$ cat src/rtl/interval_timer_ctrl.sv
`default_nettype none
`timescale 1ns/1ps
// ============================================================================
// Module      : interval_timer_ctrl
// Description : Programmable interval timer for the traffic-light sequencer.
//               Optional pause input enabled by defining TIMER_PAUSE_EN.
// Revision    : 1.0 - initial release
// ============================================================================

module interval_timer_ctrl #(
    parameter int CNT_W    = 4,
    parameter int TICK_DIV = 1000,
    parameter int DEF_BASE = 6,
    parameter int DEF_EXT  = 3,
    parameter int DEF_YEL  = 2
) (
    input  logic             clk,
    input  logic             g_reset,
    input  logic             prog_sync,
    input  logic [1:0]       param_sel,
    input  logic [CNT_W-1:0] time_value,
    input  logic             start_timer,
    input  logic [1:0]       interval,
`ifdef TIMER_PAUSE_EN
    input  logic             pause,
`endif
    output logic             expired,
    output logic             busy,
    output logic [CNT_W-1:0] remaining,
    output logic             one_hz
);

    localparam int               DIV_W      = $clog2(TICK_DIV);
    localparam logic [DIV_W-1:0] C_DIV_LAST = DIV_W'(TICK_DIV - 1);
    localparam logic [CNT_W-1:0] C_DEF_BASE = CNT_W'(DEF_BASE);
    localparam logic [CNT_W-1:0] C_DEF_EXT  = CNT_W'(DEF_EXT);
    localparam logic [CNT_W-1:0] C_DEF_YEL  = CNT_W'(DEF_YEL);
    localparam logic [1:0]       SEL_BASE   = 2'b00;
    localparam logic [1:0]       SEL_EXT    = 2'b01;
    localparam logic [1:0]       SEL_YEL    = 2'b10;

    typedef enum logic [1:0] {
        ST_IDLE  = 2'd0,
        ST_COUNT = 2'd1,
        ST_DONE  = 2'd2
    } state_t;

    state_t           state_q, state_d;
    logic [CNT_W-1:0] rem_q,   rem_d;
    logic [DIV_W-1:0] div_q,   div_d;
    logic             start_q, start_d;
    logic             pend_q,  pend_d;
    logic [1:0]       int_q,   int_d;
    logic [CNT_W-1:0] base_q,  base_d;
    logic [CNT_W-1:0] ext_q,   ext_d;
    logic [CNT_W-1:0] yel_q,   yel_d;

    logic             w_run;
    logic             w_start;
    logic             w_tick;
    logic             w_load;
    logic [1:0]       w_load_code;
    logic [CNT_W-1:0] w_load_val;

    function automatic logic [CNT_W-1:0] pick_dur(
        input logic [1:0]       code,
        input logic [CNT_W-1:0] b,
        input logic [CNT_W-1:0] e,
        input logic [CNT_W-1:0] y
    );
        case (code)
            SEL_BASE: pick_dur = b;
            SEL_EXT:  pick_dur = e;
            SEL_YEL:  pick_dur = y;
            default:  pick_dur = '0;
        endcase
    endfunction

`ifdef TIMER_PAUSE_EN
    assign w_run = ~pause;
`else
    assign w_run = 1'b1;
`endif

    assign w_start = start_timer & ~start_q;
    assign w_tick  = w_run & (div_q == C_DIV_LAST);

    // A start caught during DONE is replayed from int_q on the following IDLE cycle.
    assign w_load      = ((state_q == ST_IDLE) && (w_start || pend_q)) ||
                         ((state_q == ST_COUNT) && w_start);
    assign w_load_code = w_start ? interval : int_q;
    assign w_load_val  = pick_dur(w_load_code, base_q, ext_q, yel_q);

    always_comb begin
        state_d = state_q;
        rem_d   = rem_q;
        div_d   = div_q;
        start_d = start_timer;
        pend_d  = pend_q;
        int_d   = int_q;
        base_d  = base_q;
        ext_d   = ext_q;
        yel_d   = yel_q;

        if (w_run) begin
            div_d = w_tick ? '0 : div_q + DIV_W'(1);
        end

        // Zero durations are refused so every programmed interval is non-empty.
        if (prog_sync && (time_value != '0)) begin
            case (param_sel)
                SEL_BASE: base_d = time_value;
                SEL_EXT:  ext_d  = time_value;
                SEL_YEL:  yel_d  = time_value;
                default:  ;
            endcase
        end

        case (state_q)
            ST_IDLE, ST_COUNT: begin
                if (w_load) begin
                    int_d   = w_load_code;
                    pend_d  = 1'b0;
                    div_d   = '0;
                    rem_d   = w_load_val;
                    state_d = (w_load_val != '0) ? ST_COUNT : ST_DONE;
                end else if ((state_q == ST_COUNT) && w_tick) begin
                    if (rem_q <= CNT_W'(1)) begin
                        rem_d   = '0;
                        state_d = ST_DONE;
                    end else begin
                        rem_d = rem_q - CNT_W'(1);
                    end
                end
            end
            ST_DONE: begin
                rem_d   = '0;
                state_d = ST_IDLE;
                if (w_start) begin
                    pend_d = 1'b1;
                    int_d  = interval;
                    div_d  = '0;
                end
            end
            default: begin
                rem_d   = '0;
                pend_d  = 1'b0;
                state_d = ST_IDLE;
            end
        endcase
    end

    always_ff @(posedge clk or posedge g_reset) begin
        if (g_reset) begin
            state_q <= ST_IDLE;
            rem_q   <= '0;
            div_q   <= '0;
            start_q <= 1'b0;
            pend_q  <= 1'b0;
            int_q   <= 2'b00;
            base_q  <= C_DEF_BASE;
            ext_q   <= C_DEF_EXT;
            yel_q   <= C_DEF_YEL;
        end else begin
            state_q <= state_d;
            rem_q   <= rem_d;
            div_q   <= div_d;
            start_q <= start_d;
            pend_q  <= pend_d;
            int_q   <= int_d;
            base_q  <= base_d;
            ext_q   <= ext_d;
            yel_q   <= yel_d;
        end
    end

    assign expired   = (state_q == ST_DONE);
    assign busy      = (state_q == ST_COUNT);
    assign remaining = rem_q;
    assign one_hz    = w_tick;

endmodule

`default_nettype wire

$ cat config.mk
export PLATFORM = sky130hd
export DESIGN_NAME = interval_timer_ctrl
export DESIGN_NICKNAME = d
export VERILOG_FILES = /design/src/rtl/interval_timer_ctrl.sv
export SDC_FILE = /design/constraint.sdc
export NUM_CORES = 1
export LEC_CHECK = 0
export BUFFER_PORTS_ARGS = -buffer_cell sky130_fd_sc_hd__clkbuf_2
export CAP_MARGIN = 20
export CORE_ASPECT_RATIO = 0.8
export CORE_UTILIZATION = 40
export DETAILED_ROUTE_END_ITERATION = 7
export GPL_TIMING_DRIVEN = 0
export SYNTH_ARGS = -nofsm -noshare
export SYNTH_HDL_FRONTEND = slang
export SYNTH_SLANG_ARGS = --single-unit
$ cat constraint.sdc
create_clock -name clk -period 2.43 [get_ports clk]
set_input_delay 0.243 -clock clk [delete_from_list [all_inputs] [get_ports clk]]
set_output_delay 0.243 -clock clk [all_outputs]
set_load 0.005 [all_outputs]
==> flow_metrics.tcl, run 1 <==
set metrics [dict create \
    clk-insertion-delay-late_ps 280 \
    layout.nets 191 \
    tightest_slew_ps 668 \
    place_congestion 0.792 \
    place_area_mm2 0.00183 \
    worst_slack_ps 299 \
    synth_common_cells "27 x dfrtp_1, 17 x nor2_1, 16 x mux2_2" \
    start_util 0.425 \
    finalHoldViolations 0 \
    drtIter0Drc 56 \
    grt.overflow.total 0 \
    hold_path_class "input port to flop" \
    arrival_ps 2310 \
    core-area_mm2 0.00388 \
    synth.distinct_cells 36 \
    synth_area_leaders "dfrtp_1 41%, mux2_2 11%, dfstp_2 8.0%" \
    p_seq_frac 0.471 \
    p_leak_nw 0.820 \
    htreeDepth 2 \
    slowest_stage "nor4_4" \
    grt_max_degree 23 \
    grt_pass1_vias 1187 \
    cpMostUsedCell "nand2_2" \
    p_comb_frac 0.284 \
    synthCells 149 \
    cts_buffers 5 \
    wirelength_um 3200 \
    startpoint_type "flop" \
    r2r_setup_slack_ps 300 \
    power.switching_mw 0.568 \
    cp-end-kind "flop" \
    postRouteAntennaNets 0 \
    timing.hold.ws_ps 97.8 \
    hold_path_end "start_q" \
    skew_ps 2.99 \
    finalMaxSlewViolations 0 \
    muxShareOfSynthArea 0.162 \
    ir_drop_mv 0.405 \
    postCtsSetupRepairBufs 0 \
    syn_area_mm2 0.00165 \
    synth_area_per_cell_um2 11.1 \
    layout-drive-gt1-share 0.299 \
    yosysMostFrequentCell "dfrtp_1" \
    min_delay_path_depth 1 \
    antenna_found_initial 0 \
    path_class "flop to flop" \
    synth_top_area_cell "dfrtp_1" \
    synth_top_family_by_area "simple AND/OR/NAND/NOR gates" \
    drc 0 \
    slew-limit-headroom 0.554 \
    grt_pass1_wl_um 5540 \
    cts_tree "done" \
    synth_top_cell_area_share 0.410 \
    async_flop_share 1.00 \
    cp_num_buf_inv 0 \
    netSwitchingFraction 0.336 \
    fp.dieW_um 73.7 \
    min_from "start_timer" \
    antenna_cells 0 \
    drt_first_pass_iters 4 \
    ys_ff_latch 32 \
    syn_nets 164 \
    syn_to_final_growth_pct 17.6 \
    rows 20 \
    synth-xor-area-share 0.0426 \
    dr_total_vias 1217 \
    rsz0062_at_grt "no" \
    post_drt_wl_per_cell_um 13.8 \
    die_h_um 59.4 \
    cpLargestDelayFamily "simple AND/OR/NAND/NOR gates" \
    synth_warnings 0 \
    clock_sinks 32 \
    crit_required_ps 2610 \
    yosys_most_used_dff "dfrtp_1" \
    clockBufferDepth 2 \
    cp_max_fo 7 \
    fmax_mhz 469 \
    reg2reg_from "div_q[0]" \
    reg2reg_depth 6 \
    yosys.area_share.simple 0.169 \
    outcome "complete, no violations" \
    via_per_inst 5.25 \
    path_cells "ha_1 -> nand2_2 -> nor4_4 -> nand2_2 -> or4_1 -> a311oi_1" \
    clockPowerShare 0.245 \
    post-place-ws_ps 303 \
    final-setup-viol-count 0 \
    cts-root-buf "clkbuf_8" \
    clk_pin_slew_ps 60 \
    port_buffers 18 \
    power_density_mw_per_mm2 874 \
    finalCriticalPeriod_ps 2130 \
    die-area_mm2 0.00438 \
    design_area_mm2 0.00194 \
    cap_violations 0 \
    synth_enable_flop_cells 0 \
    tns_ps 0 \
    synth-seq-area-share 0.490 \
    grt_usage 0.174 \
    synthAdderAreaFrac 0.0228 \
    ios 19 \
    r2r_end "remaining[1]" \
    fin_crit_sh 0.877 \
    synth_compound_area_frac 0.0927 \
    cpPeakStageDelay_ps 470 \
    hpwlAfterDp_um 2440 \
    p_int_mw 1.12 \
]
## stage by stage
step	utilization	power [mW]	std cells
after CTS	0.499	1.71	232
after floorplan	-	1.12	149
after detailed placement	0.473	1.29	223
after global routing	0.499	1.83	232
after global placement	0.465	1.26	222
final	0.499	1.69	232
## area by class of cell
type / instances / area [um^2]
fill: 365 / 1940
sequential: 32 / 807
multi-input combinational: 108 / 805
timing repair buffer: 20 / 128
clock buffer: 6 / 82.6
tap: 55 / 68.8
inverter: 6 / 22.5
buffer: 3 / 12.5
clock inverter: 2 / 10.0
## flip-flops by register name, indices dropped and copies added, names as in the netlist
| register | count |
|---|---|
| state_q | 2 |
| yel_q | 4 |
| start_q | 1 |
| div_q | 10 |
| base_q | 4 |
| remaining | 4 |
| int_q | 2 |
| ext_q | 4 |
| pend_q | 1 |
## worst max path at each step
stage / startpoint / endpoint / slack, ps / cells past startpoint
finish: div_q[0] / remaining[1] / 300 / 6
global route: div_q[0] / remaining[1] / 120 / 6
CTS: div_q[0] / remaining[1] / 280 / 6
detailed placement: div_q[0] / remaining[1] / 300 / 6
global placement: div_q[0] / remaining[1] / 390 / 6
floorplan: div_q[0] / remaining[1] / 530 / 6
## logic make-up (layout without fill, tap and decap cells)
logic type / Yosys count / count (layout)
AO/OA/AOI/OAI: 22 / 22
AND/OR/NAND/NOR: 51 / 51
XOR/XNOR: 8 / 8
multiplexers: 24 / 24
flip-flops: 32 / 32
adder cells (fa/ha/maj): 3 / 3
buffers and inverters: 9 / 37
## routing by layer
layer  global-route usage  wire length, um  share of wire
met4               0.0769               42          0.013
met2                0.244             1320           0.41
met1                0.249             1730           0.54
met3               0.0510              106          0.033
met5                    0                0              0
## layout by cell type (no fill, tap or decap), types with 3 or more instances in the layout
master | netlist | routed
a221oi_1 | 4 | 4
clkbuf_8 | 0 | 6
nor3_1 | 4 | 4
nand4_1 | 3 | 3
ha_1 | 3 | 3
mux2_2 | 16 | 16
nor2b_1 | 3 | 3
a21oi_1 | 6 | 6
nand3_1 | 8 | 8
a211oi_1 | 4 | 4
xnor2_1 | 5 | 5
dfrtp_1 | 27 | 27
mux2i_1 | 5 | 5
nor2_1 | 17 | 17
dfstp_2 | 5 | 5
nand2b_1 | 3 | 3
clkbuf_2 | 0 | 18
inv_1 | 6 | 6
xor2_1 | 3 | 3
## worst reg2reg max path, stage by stage, from the launching register on
cell and delay, ps:
dfrtp_1 370, ha_1 250, nand2_2 100, nor4_4 470, nand2_2 130, or4_1 430
a311oi_1 290
## repair_timing
item	in CTS	in global routing
hold endpoints to repair	10	0
hold buffers	1	0
resized for setup	0	0
## power by group through the flow
stage / Clock (mW) / Combinational (mW) / Sequential, mW
final: 0.415 / 0.480 / 0.798
after global routing: 0.462 / 0.546 / 0.820
after CTS: 0.429 / 0.485 / 0.797
after detailed placement: 0 / 0.481 / 0.806
after global placement: 0 / 0.460 / 0.796
after floorplan: 0 / 0.344 / 0.776
No activity file was read; power rests on OpenSTA's default activity.
==> run 2, diff against run 1 <==
GPL_TIMING_DRIVEN = not set   (was 0)
REMOVE_ABC_BUFFERS = 1   (was not set)
==> flow_metrics.tcl, run 2 (same netlist as run 1, synthesis figures left out) <==
set metrics [dict create \
    outcome "complete, no violations" \
    crit_required_ps 2550 \
    final-setup-viol-count 0 \
    cts_buffers 5 \
    startpoint_type "flop" \
    clockPowerShare 0.229 \
    grt.overflow.total 0 \
    grt_max_degree 33 \
    arrival_ps 2230 \
    final_common_cell "dfrtp_1" \
    fmax_mhz 476 \
    cp_max_fo 10 \
    p_comb_frac 0.284 \
    finalMaxSlewViolations 0 \
    antenna_cells 0 \
    layout-drive-gt1-share 0.293 \
    place_congestion 0.836 \
    rsz0062_at_grt "no" \
    fp.dieW_um 73.7 \
    clk-insertion-delay-late_ps 280 \
    p_int_mw 1.09 \
    timing.hold.ws_ps 5.72 \
    drt_first_pass_iters 4 \
    slew-limit-headroom 0.546 \
    rows 20 \
    clk_pin_slew_ps 60 \
    die-area_mm2 0.00438 \
    power.switching_mw 0.577 \
    postRouteAntennaNets 0 \
    finalHoldViolations 0 \
    tightest_slew_ps 681 \
    wirelength_um 3360 \
    cap_violations 0 \
    mostFrequentLayoutCells "27 x dfrtp_1, 18 x clkbuf_2, 17 x nor2_1" \
    holdBufCountCts 0 \
    die_h_um 59.4 \
    post-place-ws_ps 382 \
    regArea_um2 807 \
    finalCriticalPeriod_ps 2100 \
    clock_sinks 32 \
    fin_crit_sh 0.865 \
    hold_path_class "input port to async pin" \
    p_seq_frac 0.487 \
    drtIter0Drc 119 \
    power_density_mw_per_mm2 884 \
    grt_pass1_wl_um 5750 \
    antenna_found_initial 0 \
    grt_usage 0.181 \
    via_per_inst 5.46 \
    start_util 0.425 \
    drc 0 \
    syn_to_final_growth_pct 14.7 \
    ios 19 \
    layout.nets 188 \
    fin_util 0.487 \
    ctsResizeCount 0 \
    core-area_mm2 0.00388 \
    dr_total_vias 1250 \
    grt_pass1_vias 1188 \
    tns_ps 0 \
    htreeDepth 2 \
    cp-end-kind "flop" \
    p_leak_nw 0.799 \
    hpwlAfterDp_um 2530 \
    worst_slack_ps 327 \
    path_class "flop to flop" \
    largest_reg_flops 10 \
    cts-root-buf "clkbuf_8" \
    postCtsSetupRepairBufs 0 \
    cts_tree "done" \
    regMostFlops "div_q" \
    multiInputGateArea_um2 805 \
    post_drt_wl_per_cell_um 14.7 \
    ir_drop_mv 0.424 \
    netSwitchingFraction 0.345 \
    skew_ps 7.89 \
    clockBufferDepth 2 \
    port_buffers 18 \
    num-fill-cells 367 \
]
## run 2: changes by cell type in the layout (fill, tap and decap cells not counted)
cell           previous run  this run
buf_4                     0         2
clkbuf_8                  6         5
buf_16                    1         0
clkinv_2                  2         1
dlygate4sd3_1             1         0
buf_2                     1         0
## run 2: path summary, 6_finish.rpt
check                      cells after the start         from      endpoint  slack [ps]
hold reg to reg                                1     div_q[0]      div_q[0]         460
min in group clk                               1  start_timer       start_q         100
setup reg to reg                               5      start_q  remaining[3]         330
max in group asynchronous                      3      g_reset      ext_q[0]        2100
hold / removal                                 3      g_reset       start_q           6
setup / recovery                               5      start_q  remaining[3]         330
## run 2: stage by stage
step | cell area [um^2] | std cells | power [mW]
after global placement | 1810 | 221 | 1.26
after CTS | 1890 | 229 | 1.68
after floorplan | 1630 | 146 | 1.12
final | 1890 | 229 | 1.67
after detailed placement | 1810 | 221 | 1.29
after global routing | 1890 | 229 | 1.79
## run 2: layout make-up
class | instances | share of cell area
clock buffers | 7 | 0.0404
clock inverters | 1 | 0.00265
inverters | 6 | 0.0119
multi-input cells | 108 | 0.426
flip-flops and latches | 32 | 0.427
well taps | 55 | 0.0364
repair buffers | 20 | 0.0556
## run 2: layer usage
metal | routed length [um] | up-vias | GRT usage
li1 | - | 589 | -
met1 | 1700 | 626 | 0.262
met2 | 1540 | 32 | 0.262
met3 | 108 | 3 | 0.0408
met4 | 13 | 0 | 0.0742
met5 | 0 | - | 0
## run 2: power groups by stage
stage | Combinational, mW | Clock [mW] | Sequential (mW)
5_1_grt | 0.537 | 0.413 | 0.835
6_report | 0.474 | 0.383 | 0.813
3_3_place_gp | 0.450 | 0 | 0.811
4_1_cts | 0.475 | 0.394 | 0.811
3_5_place_dp | 0.470 | 0 | 0.820
2_1_floorplan | 0.335 | 0 | 0.781
## run 2: worst max-delay path, stage by stage (launching register included)
cell and delay (ps):
dfrtp_1 340, nand2b_1 340, mux2i_2 450, mux2_2 390, a221oi_1 340, a211oi_1 90
